`config.mk`:
```
export PLATFORM = sky130hd
export DESIGN_NAME = mem_req_arbiter
export DESIGN_NICKNAME = d
export VERILOG_FILES = /design/src/rtl/mem_req_arbiter_pkg.sv /design/src/rtl/mem_req_arbiter_rd_arb_sel.sv /design/src/rtl/mem_req_arbiter.sv
export SDC_FILE = /design/constraint.sdc
export NUM_CORES = 1
export LEC_CHECK = 0
export ABC_CLOCK_PERIOD_IN_PS = 7130
export CAP_MARGIN = 10
export CORE_AREA = 5 5 212 214
export CTS_CLUSTER_DIAMETER = 200
export DETAILED_ROUTE_END_ITERATION = 10
export DIE_AREA = 0 0 217 219
export MAX_ROUTING_LAYER = met4
export PLACE_DENSITY = 0.62
export SLEW_MARGIN = 20
export SYNTH_ARGS = -nofsm -noshare
export SYNTH_HDL_FRONTEND = slang
export SYNTH_SLANG_ARGS = --single-unit
```
`constraint.sdc`:
```
create_clock -name clk -period 7.13 [get_ports clk]
set_input_delay 1.7825 -clock clk [delete_from_list [all_inputs] [get_ports clk]]
set_output_delay 1.7825 -clock clk [all_outputs]
set_load 0.01 [all_outputs]
```
`src/rtl/mem_req_arbiter_pkg.sv`:
```
// rtl/mem_req_arbiter_pkg.sv - shared state encodings, transfer type codes and helpers for mem_req_arbiter
package mem_req_arbiter_pkg;

  // Transfer size codes carried on rd_type / wr_type
  typedef enum logic [2:0] {
    TYPE_BYTE = 3'b000,
    TYPE_HALF = 3'b001,
    TYPE_WORD = 3'b010,
    TYPE_LINE = 3'b100
  } xfer_type_e;

  // Read channel FSM
  typedef enum logic [1:0] {
    R_IDLE   = 2'd0,
    R_ISSUE  = 2'd1,
    R_WAIT_I = 2'd2,
    R_WAIT_D = 2'd3
  } rd_state_e;

  // Write channel FSM
  typedef enum logic [1:0] {
    W_IDLE  = 2'd0,
    W_ISSUE = 2'd1,
    W_WAIT  = 2'd2
  } wr_state_e;

  // Consecutive data grants tolerated while the instruction side waits
  localparam logic [2:0] STREAK_LIMIT = 3'd4;

  // Two addresses fall in the same 16-byte (4-word) line
  function automatic logic same_line(input logic [31:0] a, input logic [31:0] b);
    return a[31:4] == b[31:4];
  endfunction

endpackage

```
`src/rtl/mem_req_arbiter_rd_arb_sel.sv`:
```
// rtl/mem_req_arbiter_rd_arb_sel.sv - read requester selection with data-first priority and instruction anti-starvation
module rd_arb_sel
  import mem_req_arbiter_pkg::*;
(
  input  logic clk,
  input  logic rst,
  input  logic i_i_req,   // raw instruction request, used to track the starvation streak
  input  logic i_i_ok,    // instruction request present and hazard-free
  input  logic i_d_ok,    // data request present and hazard-free
  input  logic i_grant,   // read FSM consumes the current selection this cycle
  output logic o_valid,
  output logic o_sel_d
);

  logic [2:0] r_streak;
  logic       w_force_i;

  // Instruction wins once the data side has taken STREAK_LIMIT grants in a row
  assign w_force_i = i_i_ok && (r_streak >= STREAK_LIMIT);
  assign o_sel_d   = i_d_ok && !w_force_i;
  assign o_valid   = i_i_ok || i_d_ok;

  // Count data grants made while the instruction side was waiting; saturate at the limit
  always_ff @(posedge clk or posedge rst) begin
    if (rst) begin
      r_streak <= 3'd0;
    end else if (i_grant) begin
      if (!o_sel_d) begin
        r_streak <= 3'd0;
      end else if (i_i_req) begin
        r_streak <= (r_streak >= STREAK_LIMIT) ? STREAK_LIMIT : r_streak + 3'd1;
      end else begin
        r_streak <= 3'd0;
      end
    end
  end

endmodule

```
`src/rtl/mem_req_arbiter.sv`:
```
// rtl/mem_req_arbiter.sv - arbitrates icache/dcache reads and dcache writes onto one memory bus
module mem_req_arbiter
  import mem_req_arbiter_pkg::*;
(
  input  logic         clk,
  input  logic         rst,
  input  logic         i_rd_req,
  input  logic [2:0]   i_rd_type,
  input  logic [31:0]  i_rd_addr,
  output logic         i_rd_rdy,
  output logic         i_ret_valid,
  output logic         i_ret_last,
  output logic [31:0]  i_ret_data,
  input  logic         d_rd_req,
  input  logic [2:0]   d_rd_type,
  input  logic [31:0]  d_rd_addr,
  output logic         d_rd_rdy,
  output logic         d_ret_valid,
  output logic         d_ret_last,
  output logic [31:0]  d_ret_data,
  input  logic         d_wr_req,
  input  logic [2:0]   d_wr_type,
  input  logic [31:0]  d_wr_addr,
  input  logic [3:0]   d_wr_wstrb,
  input  logic [127:0] d_wr_data,
  output logic         d_wr_rdy,
  output logic         rd_req,
  output logic [2:0]   rd_type,
  output logic [31:0]  rd_addr,
  input  logic         rd_rdy,
  input  logic         ret_valid,
  input  logic         ret_last,
  input  logic [31:0]  ret_data,
  output logic         wr_req,
  output logic [2:0]   wr_type,
  output logic [31:0]  wr_addr,
  output logic [3:0]   wr_wstrb,
  output logic [127:0] wr_data,
  input  logic         wr_rdy,
  input  logic         wr_bvalid
);

  rd_state_e     r_rd_state, w_rd_next;
  wr_state_e     r_wr_state, w_wr_next;
  logic          r_rd_own_d;
  logic [2:0]    r_rd_type;
  logic [31:0]   r_rd_addr;
  logic [2:0]    r_wr_type;
  logic [31:0]   r_wr_addr;
  logic [3:0]    r_wr_wstrb;
  logic [127:0]  r_wr_data;
  logic [1:0]    r_beat_cnt;
  logic          w_wr_guard;
  logic [31:0]   w_guard_addr;
  logic          w_i_ok, w_d_ok, w_sel_valid, w_sel_d, w_rd_grant, w_rd_waiting;

  // A write being accepted this cycle already blocks its line, so it wins a same-cycle race
  assign w_wr_guard   = (r_wr_state != W_IDLE) || d_wr_req;
  assign w_guard_addr = (r_wr_state == W_IDLE) ? d_wr_addr : r_wr_addr;
  assign w_i_ok       = i_rd_req && !(w_wr_guard && same_line(i_rd_addr, w_guard_addr));
  assign w_d_ok       = d_rd_req && !(w_wr_guard && same_line(d_rd_addr, w_guard_addr));
  assign w_rd_grant   = (r_rd_state == R_IDLE) && w_sel_valid;
  assign w_rd_waiting = (r_rd_state == R_WAIT_I) || (r_rd_state == R_WAIT_D);

  rd_arb_sel u_arb (
    .clk     (clk),
    .rst     (rst),
    .i_i_req (i_rd_req),
    .i_i_ok  (w_i_ok),
    .i_d_ok  (w_d_ok),
    .i_grant (w_rd_grant),
    .o_valid (w_sel_valid),
    .o_sel_d (w_sel_d)
  );

  // State registers for both channels
  always_ff @(posedge clk or posedge rst) begin
    if (rst) begin
      r_rd_state <= R_IDLE;
      r_wr_state <= W_IDLE;
    end else begin
      r_rd_state <= w_rd_next;
      r_wr_state <= w_wr_next;
    end
  end

  // Capture the winning read request at grant time
  always_ff @(posedge clk or posedge rst) begin
    if (rst) begin
      r_rd_own_d <= 1'b0;
      r_rd_type  <= 3'd0;
      r_rd_addr  <= 32'd0;
    end else if (w_rd_grant) begin
      r_rd_own_d <= w_sel_d;
      r_rd_type  <= w_sel_d ? d_rd_type : i_rd_type;
      r_rd_addr  <= w_sel_d ? d_rd_addr : i_rd_addr;
    end
  end

  // Capture the write request when the write channel is idle
  always_ff @(posedge clk or posedge rst) begin
    if (rst) begin
      r_wr_type  <= 3'd0;
      r_wr_addr  <= 32'd0;
      r_wr_wstrb <= 4'd0;
      r_wr_data  <= 128'd0;
    end else if ((r_wr_state == W_IDLE) && d_wr_req) begin
      r_wr_type  <= d_wr_type;
      r_wr_addr  <= d_wr_addr;
      r_wr_wstrb <= d_wr_wstrb;
      r_wr_data  <= d_wr_data;
    end
  end

  // Track return beats of the current burst; the last beat restarts the count
  always_ff @(posedge clk or posedge rst) begin
    if (rst) begin
      r_beat_cnt <= 2'd0;
    end else if (w_rd_waiting && ret_valid) begin
      r_beat_cnt <= ret_last ? 2'd0 : r_beat_cnt + 2'd1;
    end
  end

  // Read FSM next state, bus request and response routing to the owner
  always_comb begin
    w_rd_next   = r_rd_state;
    rd_req      = 1'b0;
    rd_type     = 3'd0;
    rd_addr     = 32'd0;
    i_rd_rdy    = 1'b0;
    d_rd_rdy    = 1'b0;
    i_ret_valid = 1'b0;
    i_ret_last  = 1'b0;
    i_ret_data  = 32'd0;
    d_ret_valid = 1'b0;
    d_ret_last  = 1'b0;
    d_ret_data  = 32'd0;
    case (r_rd_state)
      R_IDLE: begin
        if (w_rd_grant) w_rd_next = R_ISSUE;
      end
      R_ISSUE: begin
        rd_req  = 1'b1;
        rd_type = r_rd_type;
        rd_addr = r_rd_addr;
        if (rd_rdy) begin
          d_rd_rdy  = r_rd_own_d;
          i_rd_rdy  = !r_rd_own_d;
          w_rd_next = r_rd_own_d ? R_WAIT_D : R_WAIT_I;
        end
      end
      R_WAIT_I: begin
        i_ret_valid = ret_valid;
        i_ret_last  = ret_last;
        i_ret_data  = ret_data;
        if (ret_valid && ret_last) w_rd_next = R_IDLE;
      end
      R_WAIT_D: begin
        d_ret_valid = ret_valid;
        d_ret_last  = ret_last;
        d_ret_data  = ret_data;
        if (ret_valid && ret_last) w_rd_next = R_IDLE;
      end
      default: w_rd_next = R_IDLE;
    endcase
  end

  // Write FSM next state and bus request
  always_comb begin
    w_wr_next = r_wr_state;
    wr_req    = 1'b0;
    wr_type   = 3'd0;
    wr_addr   = 32'd0;
    wr_wstrb  = 4'd0;
    wr_data   = 128'd0;
    d_wr_rdy  = 1'b0;
    case (r_wr_state)
      W_IDLE: begin
        if (d_wr_req) w_wr_next = W_ISSUE;
      end
      W_ISSUE: begin
        wr_req   = 1'b1;
        wr_type  = r_wr_type;
        wr_addr  = r_wr_addr;
        wr_wstrb = r_wr_wstrb;
        wr_data  = r_wr_data;
        if (wr_rdy) begin
          d_wr_rdy  = 1'b1;
          w_wr_next = W_WAIT;
        end
      end
      W_WAIT: begin
        if (wr_bvalid) w_wr_next = W_IDLE;
      end
      default: w_wr_next = W_IDLE;
    endcase
  end

endmodule

```
==> impl_metrics.ini <==
[yosys]
synth_seq_area_share_pct = 43.9
yosys_register_bits = 210
synth_flop_cell = dfrtp_1
syn_inst = 1169
syn_area_per_cell_um2 = 10.2
yosysWarnings = 0
synth_top_cell_area_share_pct = 43.9
synth_top_area_cell = dfrtp_1
synth_edf_count = 0
async_reset_ff_share_pct = 100
synth_nets = 1450
ys_types = 60
yosys-top-cells-area = dfrtp_1, mux2_2, and2_1
netlist_area_um2 = 12000

[clock_tree]
holdBufCountCts = 0
path_clk_slew_ps = 60
clock_sink_count = 210
clockBufferDepth = 3
cts_tree = yes
htreeDepth = 1
post_cts_buffers = 0
clockRootBuffer = clkbuf_16
clk_latency_ps = 570
cts_buffers = 27
cts_resized = 0

[worst_setup_path]
endpoint_kind = output pin
rrSetupSlack_ps = 3080
criticalPathCategory = in2out
r2r-start = r_wr_state[0]$_DFFE_PP0P_
cp_max_fo = 2
cp.required_ps = 5350
start_kind = primary input
r2r_cells = 10
reg2reg_to = u_arb.r_streak[0]$_DFFE_PP0P_
arrival_ps = 3230

[power]
power_density_nw_per_um2 = 428
clock_power_share_pct = 18.0
cell_internal_pwr_mw = 5.04
irDropWorstVdd_mv = 0.233
total_power_mw = 8.11
swShare_pct = 37.9
p_sw_mw = 3.07
p_comb_share_pct = 54.1
p_seq_share_pct = 27.9
leakage_nw = 7.51

[floorplan]
core-area_um2 = 42700
dieWidth_um = 217
dieHeight_um = 219
num_io_pins = 554
die-area_um2 = 47500
initial_core_util_pct = 28.0
row_count = 76

[placement]
dp_hpwl_um = 43600
io_buffers = 553
gp_congestion = 0.986
place_area_um2 = 18000
place_inst = 2197

[timing]
setup_violations = 0
min_period_ps = 5010
fin_skew_ps = 16.5
tightest_slew_ps = 1140
drv_slew = 0
slew_headroom_pct = 23.8
fin_hold_ws_ps = 495
period_share_pct = 70.3
finalSetupTns_ps = 0
fmax_mhz = 200
rsz0062_at_grt = no
finalHoldViolCount = 0

[layout]
final_area_um2 = 19000
num-fill-cells = 4096
nNetsFinal = 1961
drive_above_1_share_pct = 14.8
layoutNonFillerInstCount = 2262
syn_to_final_growth_pct = 58.5

[flow_run]
maxCapViolCount = 0

[global_route]
grt_pass1_vias = 12000
grt_max_degree = 172
antenna_found_initial = 14
globalRouteOverflowTotal = 0
grt_first_pass_wirelength_um = 79500
grt_use_total_pct = 22.8

[min_path]
whs_endpoint = r_wr_data[118]$_DFFE_PP0P_
worstHoldStart = r_wr_data[118]$_DFFE_PP0P_
min_path_type = reg2reg
hold_depth = 1

[route]
ant_nets = 0
drc_errors = 0
wl_um = 55600
vias = 11400
firstDrtPassIters = 6
initialDrtViolationCount = 682
via_per_inst = 5.04
wl_per_cell_um = 24.6

[status]
outcome = finished clean
synthesized netlist by cell type, types with 5 or more instances:
library cell,n
mux2_2,165
xnor2_1,17
clkbuf_1,69
buf_6,5
mux2i_1,13
and2_1,238
nor3_1,40
o22ai_1,11
nand4_1,6
a2111oi_0,5
nand3_1,7
a311oi_1,11
inv_1,40
dfrtp_1,210
a211oi_1,24
o211ai_1,5
xor2_1,18
nor2b_1,12
o21ai_0,16
o221ai_1,9
nor4_1,43
o2111ai_1,5
buf_2,10
nand2b_1,20
or2_2,6
a21oi_1,12
nor2_1,38
and3_1,35
nand2_1,29
worst max path at each step:
stage	startpoint	end	slack, ps	cells past startpoint
CTS	ret_data[30]	d_ret_data[30]	2120	3
global route	r_rd_state[0]$_DFFE_PP0P_	i_rd_rdy	2000	5
global placement	d_rd_addr[29]	u_arb.r_streak[0]$_DFFE_PP0P_	2060	10
floorplan	rst	r_rd_addr[0]$_DFFE_PP0P_	2620	1
detailed placement	d_rd_addr[29]	u_arb.r_streak[0]$_DFFE_PP0P_	2020	10
finish	ret_data[30]	d_ret_data[30]	2120	3
worst max-delay path, cell delays in order:
cell and delay, ps:
clkdlybuf4s50_1 590, and3_1 280, clkdlybuf4s50_1 570
state kept, by name, summed over array words and instances (netlist names):
signal and count:
r_rd_addr 32, r_wr_data 128, u_arb.r_streak 3, r_rd_own_d 1
r_wr_wstrb 4, r_rd_type 3, r_rd_state 2, r_wr_type 3
r_wr_state 2, r_wr_addr 32
power groups by stage:
| stage | Sequential (mW) | Clock [mW] | Combinational, mW |
|---|---|---|---|
| 2_1_floorplan | 2.04 | 0 | 2.41 |
| 3_3_place_gp | 2.25 | 0 | 4.41 |
| 3_5_place_dp | 2.29 | 0 | 4.42 |
| 4_1_cts | 2.27 | 1.50 | 4.44 |
| 5_1_grt | 2.35 | 1.54 | 4.70 |
| 6_report | 2.26 | 1.46 | 4.39 |
layer usage:
metal	track usage (%)	wire, µm
met2	39.3	27900
met1	23.8	19700
met4	7.88	1900
met3	9.04	6080
met5	-	0
through the flow:
step	worst slack (ps)	util, %
after detailed placement	2020	42.1
after CTS	2120	44.3
after global routing	2000	44.4
after global placement	2060	42.1
final	2120	44.4
after floorplan	2620	-
layout by cell type, fill, tap and decap left out, types with 5 or more instances in the layout:
cell type,n
and3_1,35
o211ai_1,5
a311oi_1,11
nor4_1,43
buf_4,13
nor2b_1,10
dfrtp_1,209
nand4_1,6
xor2_1,18
and2_1,238
nor3_1,40
xnor2_1,17
nand3_1,7
nand2b_1,20
mux2i_1,13
a2111oi_0,5
o221ai_1,9
nand2_1,29
o2111ai_1,5
clkdlybuf4s50_1,553
a21oi_1,12
clkbuf_16,27
nor2_1,38
o21ai_0,16
or2_2,6
a211oi_1,24
mux2_2,165
inv_1,39
diode_2,15
o22ai_1,11
clkbuf_8,10
layout make-up:
class / instances / area, µm² / share of cell area, %
diodes: 15 / 37.5 / 0.198
inverters: 40 / 154 / 0.811
flip-flops and latches: 210 / 5260 / 27.7
clock buffers: 39 / 821 / 4.33
clock inverters: 11 / 133 / 0.699
repair buffers: 568 / 5670 / 29.9
multi-input cells: 833 / 6210 / 32.7
well taps: 546 / 683 / 3.60
kinds of logic (layout without fill, tap and decap cells):
| logic type | Yosys count | in the layout | synth area share [%] |
|---|---|---|---|
| mux | 180 | 180 | 16.9 |
| buf+inv | 126 | 658 | 4.43 |
| simple gates | 487 | 487 | 23.9 |
| fa+ha+maj | 2 | 2 | 0.209 |
| flops | 210 | 210 | 43.9 |
| compound gates | 129 | 129 | 8.13 |
| xor+xnor | 35 | 35 | 2.56 |
| other cells | 0 | 15 | 0 |
No activity file was read; power rests on OpenSTA's default activity.
